## src/rtl/read_ctrl_stream.sv

```systemverilog
// Read-side frame streamer: walks the line buffer with rd_char_incr/rd_newline, captures RAM bytes
// after a fixed read latency and emits each frame as a backpressured 8-bit AXI-Stream.
module read_ctrl_stream #(
  parameter int RD_LAT     = 1,
  parameter int FIFO_DEPTH = 4,
  parameter int LINE_BYTES = 512
) (
  input  logic        clk,
  input  logic        rst,
  input  logic        line_ready,
  input  logic        tlast_flag,
  input  logic [15:0] body_length,
  input  logic [7:0]  rd_data,
  output logic        rd_char_incr,
  output logic        rd_newline,
  output logic [7:0]  m_axis_tdata,
  output logic        m_axis_tvalid,
  output logic        m_axis_tlast,
  input  logic        m_axis_tready,
  output logic        frame_err
);

  localparam int LB_W  = $clog2(LINE_BYTES) + 1;
  localparam int CNT_W = $clog2(FIFO_DEPTH + 1);
  localparam int AW    = $clog2(FIFO_DEPTH);
  localparam int IF_W  = $clog2(RD_LAT + 1);
  localparam int OCC_W = ((CNT_W > IF_W) ? CNT_W : IF_W) + 1;

  localparam logic [2:0] S_IDLE      = 3'd0;
  localparam logic [2:0] S_STREAM    = 3'd1;
  localparam logic [2:0] S_LINE_WAIT = 3'd2;
  localparam logic [2:0] S_DRAIN     = 3'd3;
  localparam logic [2:0] S_DROP      = 3'd4;

  logic [2:0]        state;
  logic [15:0]       rem_issue;
  logic [LB_W-1:0]   lb;

  // Read pipe: one valid/last bit per cycle of RAM latency
  logic [RD_LAT-1:0] pipe_vld;
  logic [RD_LAT-1:0] pipe_last;
  logic [IF_W-1:0]   inflight;

  logic [8:0]        mem [FIFO_DEPTH];
  logic [AW-1:0]     wr_ptr;
  logic [AW-1:0]     rd_ptr;
  logic [CNT_W-1:0]  fifo_cnt;

  logic [OCC_W-1:0]  occ;
  logic              issue;
  logic              last_issue;
  logic              drained;
  logic              push;
  logic              pop;

  // NOTE: every signal assigned in always_comb gets a default first, so no latch is inferred.
  always_comb begin
    inflight = '0;
    for (int i = 0; i < RD_LAT; i++) inflight = inflight + IF_W'(pipe_vld[i]);
  end

  // Bytes already in the FIFO plus bytes still in the RAM pipe must fit, or a capture would be lost.
  assign occ        = OCC_W'(fifo_cnt) + OCC_W'(inflight);
  assign issue      = (state == S_STREAM) && line_ready && (rem_issue != 16'd0) &&
                      (lb < LB_W'(LINE_BYTES)) && (occ < OCC_W'(FIFO_DEPTH));
  assign last_issue = issue && (rem_issue == 16'd1);
  assign drained    = (inflight == '0);

  assign rd_char_incr = issue;
  assign rd_newline   = (((state == S_LINE_WAIT) || (state == S_DRAIN)) && drained) ||
                        (state == S_DROP);
  assign frame_err    = ((state == S_DRAIN) && drained && !tlast_flag) || (state == S_DROP);

  assign push          = pipe_vld[RD_LAT-1];
  assign m_axis_tvalid = (fifo_cnt != '0);
  assign pop           = m_axis_tvalid && m_axis_tready;
  // Storage is not reset, so the head entry is masked until it holds a valid byte.
  assign {m_axis_tlast, m_axis_tdata} = m_axis_tvalid ? mem[rd_ptr] : 9'd0;

  // NOTE: sequential state uses non-blocking assignments only, so every flop sees pre-edge values.
  always_ff @(posedge clk or negedge rst) begin
    if (!rst) begin
      state     <= S_IDLE;
      rem_issue <= '0;
      lb        <= '0;
    end else begin
      case (state)
        S_IDLE: begin
          if (line_ready) begin
            rem_issue <= body_length;
            lb        <= '0;
            state     <= (body_length == 16'd0) ? S_DROP : S_STREAM;
          end
        end
        S_STREAM: begin
          if (issue) begin
            rem_issue <= rem_issue - 16'd1;
            lb        <= lb + LB_W'(1);
            if (last_issue)                         state <= S_DRAIN;
            else if (lb == LB_W'(LINE_BYTES - 1))   state <= S_LINE_WAIT;
          end
        end
        S_LINE_WAIT: begin
          // Never release a line while reads from it are still in flight.
          if (drained) begin
            lb    <= '0;
            state <= S_STREAM;
          end
        end
        S_DRAIN: begin
          if (drained) state <= S_IDLE;
        end
        S_DROP:  state <= S_IDLE;
        default: state <= S_IDLE;
      endcase
    end
  end

  always_ff @(posedge clk or negedge rst) begin
    if (!rst) begin
      pipe_vld  <= '0;
      pipe_last <= '0;
    end else begin
      pipe_vld[0]  <= issue;
      pipe_last[0] <= last_issue;
      for (int i = 1; i < RD_LAT; i++) begin
        pipe_vld[i]  <= pipe_vld[i-1];
        pipe_last[i] <= pipe_last[i-1];
      end
    end
  end

  // NOTE: the data array has no reset; only pointers and count need one, which keeps it RAM-mappable.
  always_ff @(posedge clk) begin
    if (push) mem[wr_ptr] <= {pipe_last[RD_LAT-1], rd_data};
  end

  always_ff @(posedge clk or negedge rst) begin
    if (!rst) begin
      wr_ptr   <= '0;
      rd_ptr   <= '0;
      fifo_cnt <= '0;
    end else begin
      if (push) wr_ptr <= (wr_ptr == AW'(FIFO_DEPTH - 1)) ? '0 : wr_ptr + AW'(1);
      if (pop)  rd_ptr <= (rd_ptr == AW'(FIFO_DEPTH - 1)) ? '0 : rd_ptr + AW'(1);
      case ({push, pop})
        2'b10:   fifo_cnt <= fifo_cnt + CNT_W'(1);
        2'b01:   fifo_cnt <= fifo_cnt - CNT_W'(1);
        default: fifo_cnt <= fifo_cnt;
      endcase
    end
  end

endmodule

```

## config.mk

```make
export PLATFORM = sky130hd
export DESIGN_NAME = read_ctrl_stream
export DESIGN_NICKNAME = d
export VERILOG_FILES = /design/src/rtl/read_ctrl_stream.sv
export SDC_FILE = /design/constraint.sdc
export NUM_CORES = 1
export LEC_CHECK = 0
export CAP_MARGIN = 40
export CORE_ASPECT_RATIO = 0.8
export CORE_MARGIN = 5
export CORE_UTILIZATION = 56
export CTS_CLUSTER_SIZE = 25
export DETAILED_ROUTE_END_ITERATION = 12
export GPL_ROUTABILITY_DRIVEN = 0
export PLACE_DENSITY = 0.79
export SKIP_CTS_REPAIR_TIMING = 1
export SYNTH_ARGS = -nofsm -noshare
export SYNTH_HDL_FRONTEND = slang
export SYNTH_SLANG_ARGS = --single-unit
```

## constraint.sdc

```tcl
create_clock -name clk -period 2.78 [get_ports clk]
set_input_delay 0.556 -clock clk [delete_from_list [all_inputs] [get_ports clk]]
set_output_delay 0.556 -clock clk [all_outputs]
set_load 0.01 [all_outputs]
```

==> impl_metrics.py, run 1 <==
metrics = {
    "cells_and_area": {
        "diodes": 0,
        "fill_cells": 501,
        "drive_above_1_share": 0.148,
        "multi_input_area_sq_mm": 0.00169,
        "fin_area_sq_mm": 0.00468,
        "final_nets": 435,
        "syn_to_final_growth_pct": 22.3,
        "regArea_sq_mm": 0.00203,
    },
    "setup_path": {
        "worstPathRequired_ps": 2220,
        "end_kind": "output pin",
        "startpoint_type": "register",
        "critPathArrivalTime_ps": 2070,
        "cp_max_fo": 12,
        "path_class": "reg2out",
    },
    "pwr": {
        "netSwitchingFraction": 0.352,
        "p_int_mw": 2.77,
        "p_switching_mw": 1.51,
        "irDropWorstVdd_uv": 414,
        "powerDensity_mw_per_mm2": 915,
        "clkPwrFrac": 0.219,
        "p_comb_frac": 0.368,
        "seq_power_share": 0.412,
        "leakagePower_nw": 1.86,
    },
    "placement": {
        "hpwl_um": 6500,
        "dpl_worst_slack_ps": 210,
        "io_buffer_count": 41,
        "place_area_sq_mm": 0.00442,
    },
    "grt": {
        "antenna_found_initial": 0,
        "grt_max_degree": 37,
        "grtUsageMet2": 0.353,
        "grt_pass1_wl_um": 15600,
        "use_met3": 0.0568,
        "grt_overflow": 0,
        "grt_util_met1": 0.338,
        "globalRouteTotalUtil": 0.231,
        "busiest_layer": "met2",
        "grt_pass1_vias": 3093,
    },
    "floorplan": {
        "die-height_um": 83.9,
        "dieArea_sq_mm": 0.00859,
        "initial_core_util": 0.566,
        "io_pins": 42,
        "core_sq_mm": 0.00676,
        "num_rows": 27,
        "dieWidth_um": 102,
    },
    "clocking": {
        "cts_num_sinks": 74,
        "htreeDepth": 3,
        "clkLatencyLatePin_ps": 350,
        "cts_tree": "done",
        "clockBufferDepth": 2,
        "clockRootBuffer": "clkbuf_8",
        "cts_buffers": 9,
        "clkTransAtPathRegs_ps": 90,
    },
    "timing": {
        "min_period_ps": 2620,
        "finalHoldViolCount": 0,
        "setup_slack_ps": 157,
        "setup_viol": 0,
        "slew_violations": 0,
        "worstMarginPinSlew_ps": 583,
        "rsz0062_at_grt": "false",
        "finalCritPeriodShare": 0.943,
        "maxSlewHeadroom": 0.612,
        "fmax_mhz": 381,
        "fin_skew_ps": 10.2,
    },
    "synthesis": {
        "synth_edf_count": 36,
        "syn_inst": 342,
        "netlist_area_sq_mm": 0.00382,
        "synthAdderAreaFrac": 0.0380,
        "synth_nets": 382,
        "synth-simple-area-share": 0.177,
        "synth_cell_types": 57,
        "synth_compound_area_frac": 0.156,
        "post_synth_mux_area_share": 0.0589,
        "synth.avg_cell_area_sq_um": 11.2,
        "synth-xor-area-share": 0.00687,
        "async_reset_ff_frac": 0.514,
        "yosysSeqAreaShare": 0.532,
        "synth-main-ff-cell": "dfrtp_1",
        "ys_seq_elements": 74,
        "synth_top_family_by_area": "simple AND/OR/NAND/NOR gates",
        "yosysWarnings": 0,
    },
    "routing": {
        "vias": 3052,
        "first_iter_violations": 300,
        "firstDrtPassIters": 5,
        "vias_per_cell": 6.27,
        "drc": 0,
        "wl_um": 9060,
        "postRouteAntennaNets": 0,
        "wl_per_cell_um": 18.6,
    },
    "worst_hold_path": {
        "hold_path.class": "reg2reg",
    },
    "job": {
        "drv_cap": 0,
    },
    "outcome": {
        "status": "finished, final reports clean",
    },
}
[worst paths after layout]
kind	start	end	slack, ps	cells after the start
worst min register to register	lb[8]	lb[8]	500	1
max in group asynchronous	rst	rem_issue[0]	1850	3
worst max register to register	rem_issue[0]	rem_issue[12]	460	6
worst min-delay path	lb[8]	lb[8]	500	1
min in group asynchronous	rst	rd_ptr[0]	540	2
worst max-delay path	rd_ptr[0]	m_axis_tdata[6]	160	4
[layout make-up]
type | count | area share
Clock buffer | 9 | 0.0265
Clock inverter | 7 | 0.0222
Inverter | 11 | 0.00883
Multi-Input combinational cell | 238 | 0.361
Sequential cell | 74 | 0.435
Tap cell | 87 | 0.0233
Timing Repair Buffer | 61 | 0.123
[layout by cell type, fill, tap and decap left out, types with 3 or more instances in the layout]
cell type / Yosys / layout
clkdlybuf4s50_1: 0 / 39
dfrtp_1: 38 / 37
edfxtp_1: 36 / 36
nand2_1: 27 / 27
a31oi_1: 17 / 17
buf_4: 0 / 17
nor2_1: 16 / 16
o21ai_0: 16 / 16
and2_1: 13 / 13
nand3_1: 13 / 13
a21oi_1: 12 / 12
inv_1: 11 / 11
ha_1: 10 / 10
mux4_2: 9 / 9
nor3_1: 10 / 9
clkbuf_8: 0 / 9
and3_1: 7 / 7
nor4_1: 7 / 7
o21ai_1: 7 / 7
or3_1: 6 / 6
a31o_1: 5 / 5
o22ai_1: 5 / 5
clkinv_4: 0 / 5
nand4_1: 3 / 3
nand2b_1: 3 / 3
o31a_1: 3 / 3
or4_1: 3 / 3
a21o_1: 3 / 3
[flip-flops by register name, indices dropped and copies added, names as in the netlist]
signal     flops
pipe_last      1
rem_issue     16
wr_ptr         2
pipe_vld       1
state          3
lb            10
fifo_cnt       3
mem           36
rd_ptr         2
[layer usage]
| layer | up-vias | wire, um |
|---|---|---|
| met1 | 1494 | 3880 |
| met4 | 0 | 93 |
| met2 | 127 | 4390 |
| li1 | 1419 | - |
| met3 | 12 | 699 |
| met5 | - | 0 |
[cells in the mapped netlist (5+ instances only)]
cell type	n	area, sq um
nor2_1	16	60.1
ha_1	10	125
a31oi_1	17	106
and3_1	7	43.8
nand3_1	13	65.1
dfrtp_1	38	951
buf_2	5	25.0
a31o_1	5	43.8
nor4_1	7	43.8
or3_1	6	37.5
and2_1	13	81.3
o22ai_1	5	31.3
edfxtp_1	36	1080
nor3_1	10	50.1
a21oi_1	12	60.1
o21ai_0	16	80.1
nand2_1	27	101
o21ai_1	7	35.0
clkbuf_1	12	45.0
inv_1	11	41.3
mux4_2	9	203
[through the flow]
step	utilization	hold WS [ps]	std cells	TNS (ps)	power, mW
2_1_floorplan	-	260	342	0	2.68
3_3_place_gp	0.652	471	469	0	3.25
3_5_place_dp	0.655	369	470	0	3.34
4_1_cts	0.689	-5.02	486	-51.2	4.28
5_1_grt	0.692	532	487	0	4.57
6_report	0.692	498	487	0	4.28
[worst max-delay path: stages (launching register included)]
cell and delay, ps:
dfrtp_1 350, buf_6 200, mux4_2 520, and2_1 170, clkdlybuf4s50_1 470
[power by group through the flow]
stage	logic, mW	registers [mW]	clock network (mW)
floorplan	1.03	1.65	0
global placement	1.50	1.75	0
detailed placement	1.57	1.77	0
CTS	1.58	1.75	0.954
global route	1.76	1.81	1.00
finish	1.58	1.76	0.939
[logic make-up after synthesis]
family,Yosys count
flip-flops,74
AND/OR/NAND/NOR,123
XOR/XNOR,3
buffers and inverters,30
adder cells (fa/ha/maj),11
multiplexers,11
AO/OA/AOI/OAI,90
No activity file was read; power rests on OpenSTA's default activity.
==> run 2, diff against run 1 <==
- CTS_CLUSTER_DIAMETER: not set -> 100
- PLACE_DENSITY: 0.79 -> 0.88
==> run 2 against run 1 <==
Effect of this change: combinational power is essentially flat; largest power group unchanged; total power fell by 2.7%; hold slack got worse by 370 ps; core utilization shrank 0.48 points; sequential share of layout area up 0.30 points; critical path type unchanged; clock-buffer cell count is the same; global-route usage down 0.60 points.
==> impl_metrics.py, run 2 (synthesized netlist as in run 1, its figures left out) <==
metrics = {
    "outcome": {
        "status": "finished, final reports clean",
    },
    "clocking": {
        "cts_buffers": 9,
        "htreeDepth": 3,
        "clkTransAtPathRegs_ps": 90,
        "clkLatencyLatePin_ps": 360,
        "cts_tree": "done",
        "clockRootBuffer": "clkbuf_8",
        "clockBufferDepth": 2,
        "cts_num_sinks": 74,
    },
    "placement": {
        "io_buffer_count": 41,
        "dpl_worst_slack_ps": 226,
        "hpwl_um": 6400,
        "place_inst": 470,
    },
    "worst_hold_path": {
        "hold_path.class": "in2async",
    },
    "floorplan": {
        "dieWidth_um": 102,
        "initial_core_util": 0.566,
        "core_sq_mm": 0.00676,
        "dieArea_sq_mm": 0.00859,
        "die-height_um": 83.9,
        "num_rows": 27,
        "io_pins": 42,
    },
    "setup_path": {
        "crit_slowest_cell": "mux4_2",
        "crit_chain": "buf_4, mux4_2, and2_1, clkdlybuf4s50_1",
        "critPathArrivalTime_ps": 2100,
        "cp_max_fo": 12,
        "r2r_start": "rem_issue[0]",
        "r2r_end": "rem_issue[12]",
        "path_class": "reg2out",
        "r2r_setup_slack_ps": 490,
        "worstPathRequired_ps": 2220,
        "startpoint_type": "register",
        "rr_worst_depth": 6,
        "end_kind": "output pin",
        "crit_path_max_incr_delay_ps": 540,
    },
    "grt": {
        "grt_max_degree": 30,
        "grt_overflow": 0,
        "grt_pass1_vias": 3035,
        "globalRouteTotalUtil": 0.225,
        "grt_pass1_wl_um": 15000,
        "antenna_found_initial": 0,
    },
    "routing": {
        "firstDrtPassIters": 4,
        "vias_per_cell": 6.26,
        "wl_per_cell_um": 18.2,
        "vias": 3040,
        "drc": 0,
        "first_iter_violations": 193,
        "postRouteAntennaNets": 0,
        "wl_um": 8870,
    },
    "timing": {
        "maxSlewHeadroom": 0.676,
        "min_period_ps": 2650,
        "finalCritPeriodShare": 0.954,
        "fmax_mhz": 377,
        "worstMarginPinSlew_ps": 487,
        "final.setup.tns_ps": 0,
        "holdWs_ps": 125,
        "fin_skew_ps": 9.05,
        "finalHoldViolCount": 0,
        "setup_viol": 0,
        "setup_slack_ps": 127,
        "rsz0062_at_grt": "false",
        "slew_violations": 0,
    },
    "job": {
        "drv_cap": 0,
    },
    "cells_and_area": {
        "final_util": 0.687,
        "multi_input_area_sq_mm": 0.00169,
        "fill_cells": 512,
        "largest_reg_flops": 36,
        "top_register": "mem",
        "syn_to_final_growth_pct": 21.5,
        "diodes": 0,
        "final_cells": 486,
        "regArea_sq_mm": 0.00203,
        "final_common_cell": "clkdlybuf4s50_1",
        "reg_top3": "mem: 36 flops, rem_issue: 16 flops, lb: 10 flops",
        "drive_above_1_share": 0.145,
        "final_nets": 434,
        "final_cell_mix": "39 x clkdlybuf4s50_1, 37 x dfrtp_1, 36 x edfxtp_1, 27 x nand2_1, 18 x buf_4",
    },
    "pwr": {
        "powerDensity_mw_per_mm2": 896,
        "irDropWorstVdd_uv": 585,
        "leakagePower_nw": 1.84,
    },
}
run 2: worst max-delay path by stage:
stage                 start               to  depth (start not counted)
5_1_grt           rd_ptr[0]  m_axis_tdata[0]                          4
3_5_place_dp     line_ready     rd_char_incr                          5
2_1_floorplan     rd_ptr[0]  m_axis_tdata[0]                          3
3_3_place_gp     line_ready     rd_char_incr                          5
6_report          rd_ptr[0]     m_axis_tlast                          4
4_1_cts        rem_issue[0]     rd_char_incr                          7
run 2: worst max-delay path, delay by kind of cell, from the launching register on:
kind | cells | cell delay (ps)
and+or+nand+nor | 1 | 170
muxes | 1 | 540
buffers and inverters | 2 | 700
DFF | 1 | 330
run 2: report_power, final:
part / switching [mW] / internal, mW / total (mW)
clock: 0.430 / 0.422 / 0.852
sequential: 0.327 / 1.44 / 1.76
combinational: 0.733 / 0.815 / 1.55
total: 1.49 / 2.67 / 4.16
run 2: area by class of cell:
class                           count  area share
Clock buffer                        9      0.0267
Clock inverter                      7      0.0167
Inverter                           11     0.00889
Multi-Input combinational cell    238       0.364
Sequential cell                    74       0.438
Tap cell                           87      0.0234
Timing Repair Buffer               60       0.123
run 2: routing by layer:
metal | vias up | share of wire | wire length (um) | GRT usage
met5 | - | 0 | 0 | 0
met3 | 12 | 0.095 | 843 | 0.0627
met2 | 154 | 0.48 | 4290 | 0.365
met4 | 0 | 0.012 | 106 | 0.0596
li1 | 1418 | - | - | -
met1 | 1456 | 0.41 | 3630 | 0.298
run 2: per-stage QoR:
step	total power, mW	cell area (sq um)
5_1_grt	4.44	4640
3_5_place_dp	3.33	4430
4_1_cts	4.17	4630
3_3_place_gp	3.22	4400
2_1_floorplan	2.68	3820
6_report	4.16	4640
==> run 3, diff against run 2 <==
- CORE_ASPECT_RATIO: 0.8 -> not set
==> run 3 against run 2 <==
Effect of this change: cell area fell by 1.2%; combinational power barely moved; critical path depth did not move; die area fell by 0.11%; non-clock buffer count is 4 lower; hold slack improved by 25 ps; sequential cell count unchanged; clock-buffer cell count up 2; first-iteration DRC count decreased by 17%; wire length is 5.2% lower; highest routed layer unchanged.
==> impl_metrics.py, run 3 (synthesized netlist as in run 1, its figures left out) <==
metrics = {
    "pwr": {
        "leakagePower_nw": 1.82,
        "irDropWorstVdd_uv": 486,
        "finalPower_mw": 4.03,
        "powerDensity_mw_per_mm2": 878,
    },
    "timing": {
        "fin_skew_ps": 5.99,
        "rsz0062_at_grt": "false",
        "slew_violations": 0,
        "final.setup.tns_ps": 0,
        "maxSlewHeadroom": 0.621,
        "worstMarginPinSlew_ps": 568,
        "finalCritPeriodShare": 0.947,
        "finalHoldViolCount": 0,
        "min_period_ps": 2630,
        "fmax_mhz": 380,
        "setup_viol": 0,
    },
    "grt": {
        "grt_max_degree": 30,
        "grt_pass1_wl_um": 14100,
        "globalRouteTotalUtil": 0.208,
        "antenna_found_initial": 0,
        "grt_pass1_vias": 2949,
        "grt_overflow": 0,
    },
    "routing": {
        "postRouteAntennaNets": 0,
        "wl_um": 8410,
        "first_iter_violations": 160,
        "firstDrtPassIters": 7,
        "drc": 0,
        "wl_per_cell_um": 17.7,
        "vias_per_cell": 6.37,
        "vias": 3025,
    },
    "cells_and_area": {
        "final_nets": 430,
        "largest_reg_flops": 36,
        "reg_top3": "mem: 36 flops, rem_issue: 16 flops, lb: 10 flops",
        "final_cells": 475,
        "drive_above_1_share": 0.139,
        "final_util": 0.682,
        "final_common_cell": "clkdlybuf4s50_1",
        "final_cell_mix": "39 x clkdlybuf4s50_1, 36 x dfrtp_1, 36 x edfxtp_1, 27 x nand2_1, 17 x a31oi_1",
        "syn_to_final_growth_pct": 20.0,
        "fin_area_sq_mm": 0.00459,
        "top_register": "mem",
        "diodes": 0,
    },
    "outcome": {
        "status": "finished, final reports clean",
    },
    "clocking": {
        "cts_num_sinks": 74,
        "clkLatencyLatePin_ps": 350,
        "clockBufferDepth": 2,
        "cts_buffers": 9,
        "clockRootBuffer": "clkbuf_8",
        "cts_tree": "done",
        "clkTransAtPathRegs_ps": 70,
        "htreeDepth": 3,
    },
    "floorplan": {
        "io_pins": 42,
        "dieWidth_um": 92.6,
        "dieArea_sq_mm": 0.00858,
        "initial_core_util": 0.569,
        "core_sq_mm": 0.00672,
        "num_rows": 30,
        "die-height_um": 92.6,
    },
    "placement": {
        "io_buffer_count": 41,
        "place_area_sq_mm": 0.00439,
        "hpwl_um": 6060,
        "place_inst": 459,
    },
    "setup_path": {
        "endpoint": "m_axis_tlast",
        "rr_worst_depth": 6,
        "r2r_setup_slack_ps": 510,
        "end_kind": "output pin",
        "startpoint": "rd_ptr[0]",
        "startpoint_type": "register",
        "critPathArrivalTime_ps": 2080,
        "r2r_start": "rem_issue[0]",
        "r2r_end": "rem_issue[12]",
        "worstPathRequired_ps": 2220,
        "path_class": "reg2out",
        "cp_max_fo": 12,
    },
    "worst_hold_path": {
        "hold_path.class": "in2async",
    },
    "job": {
        "drv_cap": 0,
    },
}
-- run 3: cell type report --
cell class              instances  area [sq um]
repair buffers                 56           541
fillers                       481          2130
flip-flops and latches         74          2030
clock buffers                  11           141
clock inverters                 5          31.3
inverters                      11          41.3
well taps                      80           100
multi-input cells             238          1700
-- run 3: per-layer routing --
layer / routed length (um) / GRT usage
met5: 0 / 0
met2: 4240 / 0.344
met4: 171 / 0.0989
met1: 3450 / 0.268
met3: 544 / 0.0317
-- run 3: how the worst min path moves through the flow --
| stage | to | slack, ps | cells past startpoint |
|---|---|---|---|
| floorplan | fifo_cnt[0] | 260 | 0 |
| global placement | mem[1][8] | 460 | 0 |
| detailed placement | mem[3][8] | 490 | 0 |
| CTS | fifo_cnt[0] | 150 | 1 |
| global route | fifo_cnt[1] | 180 | 1 |
| finish | fifo_cnt[0] | 150 | 1 |
-- run 3: metrics by stage --
stage	worst slack [ps]	hold WS [ps]
2_1_floorplan	632	260
6_report	148	150
3_5_place_dp	227	487
4_1_cts	-10.7	153
3_3_place_gp	199	461
5_1_grt	51.6	182
-- run 3: power by group --
group          internal (mW)  switching [mW]  leakage, nW
Clock                  0.345           0.395       0.0891
Sequential              1.44           0.329        0.801
Combinational          0.810           0.710        0.930
-- run 3: worst max-delay path, cell delays in order (launching register included) --
cell             delay (ps)
dfrtp_1                 320
buf_4                   230
mux4_2                  540
and2_1                  170
clkdlybuf4s50_1         470
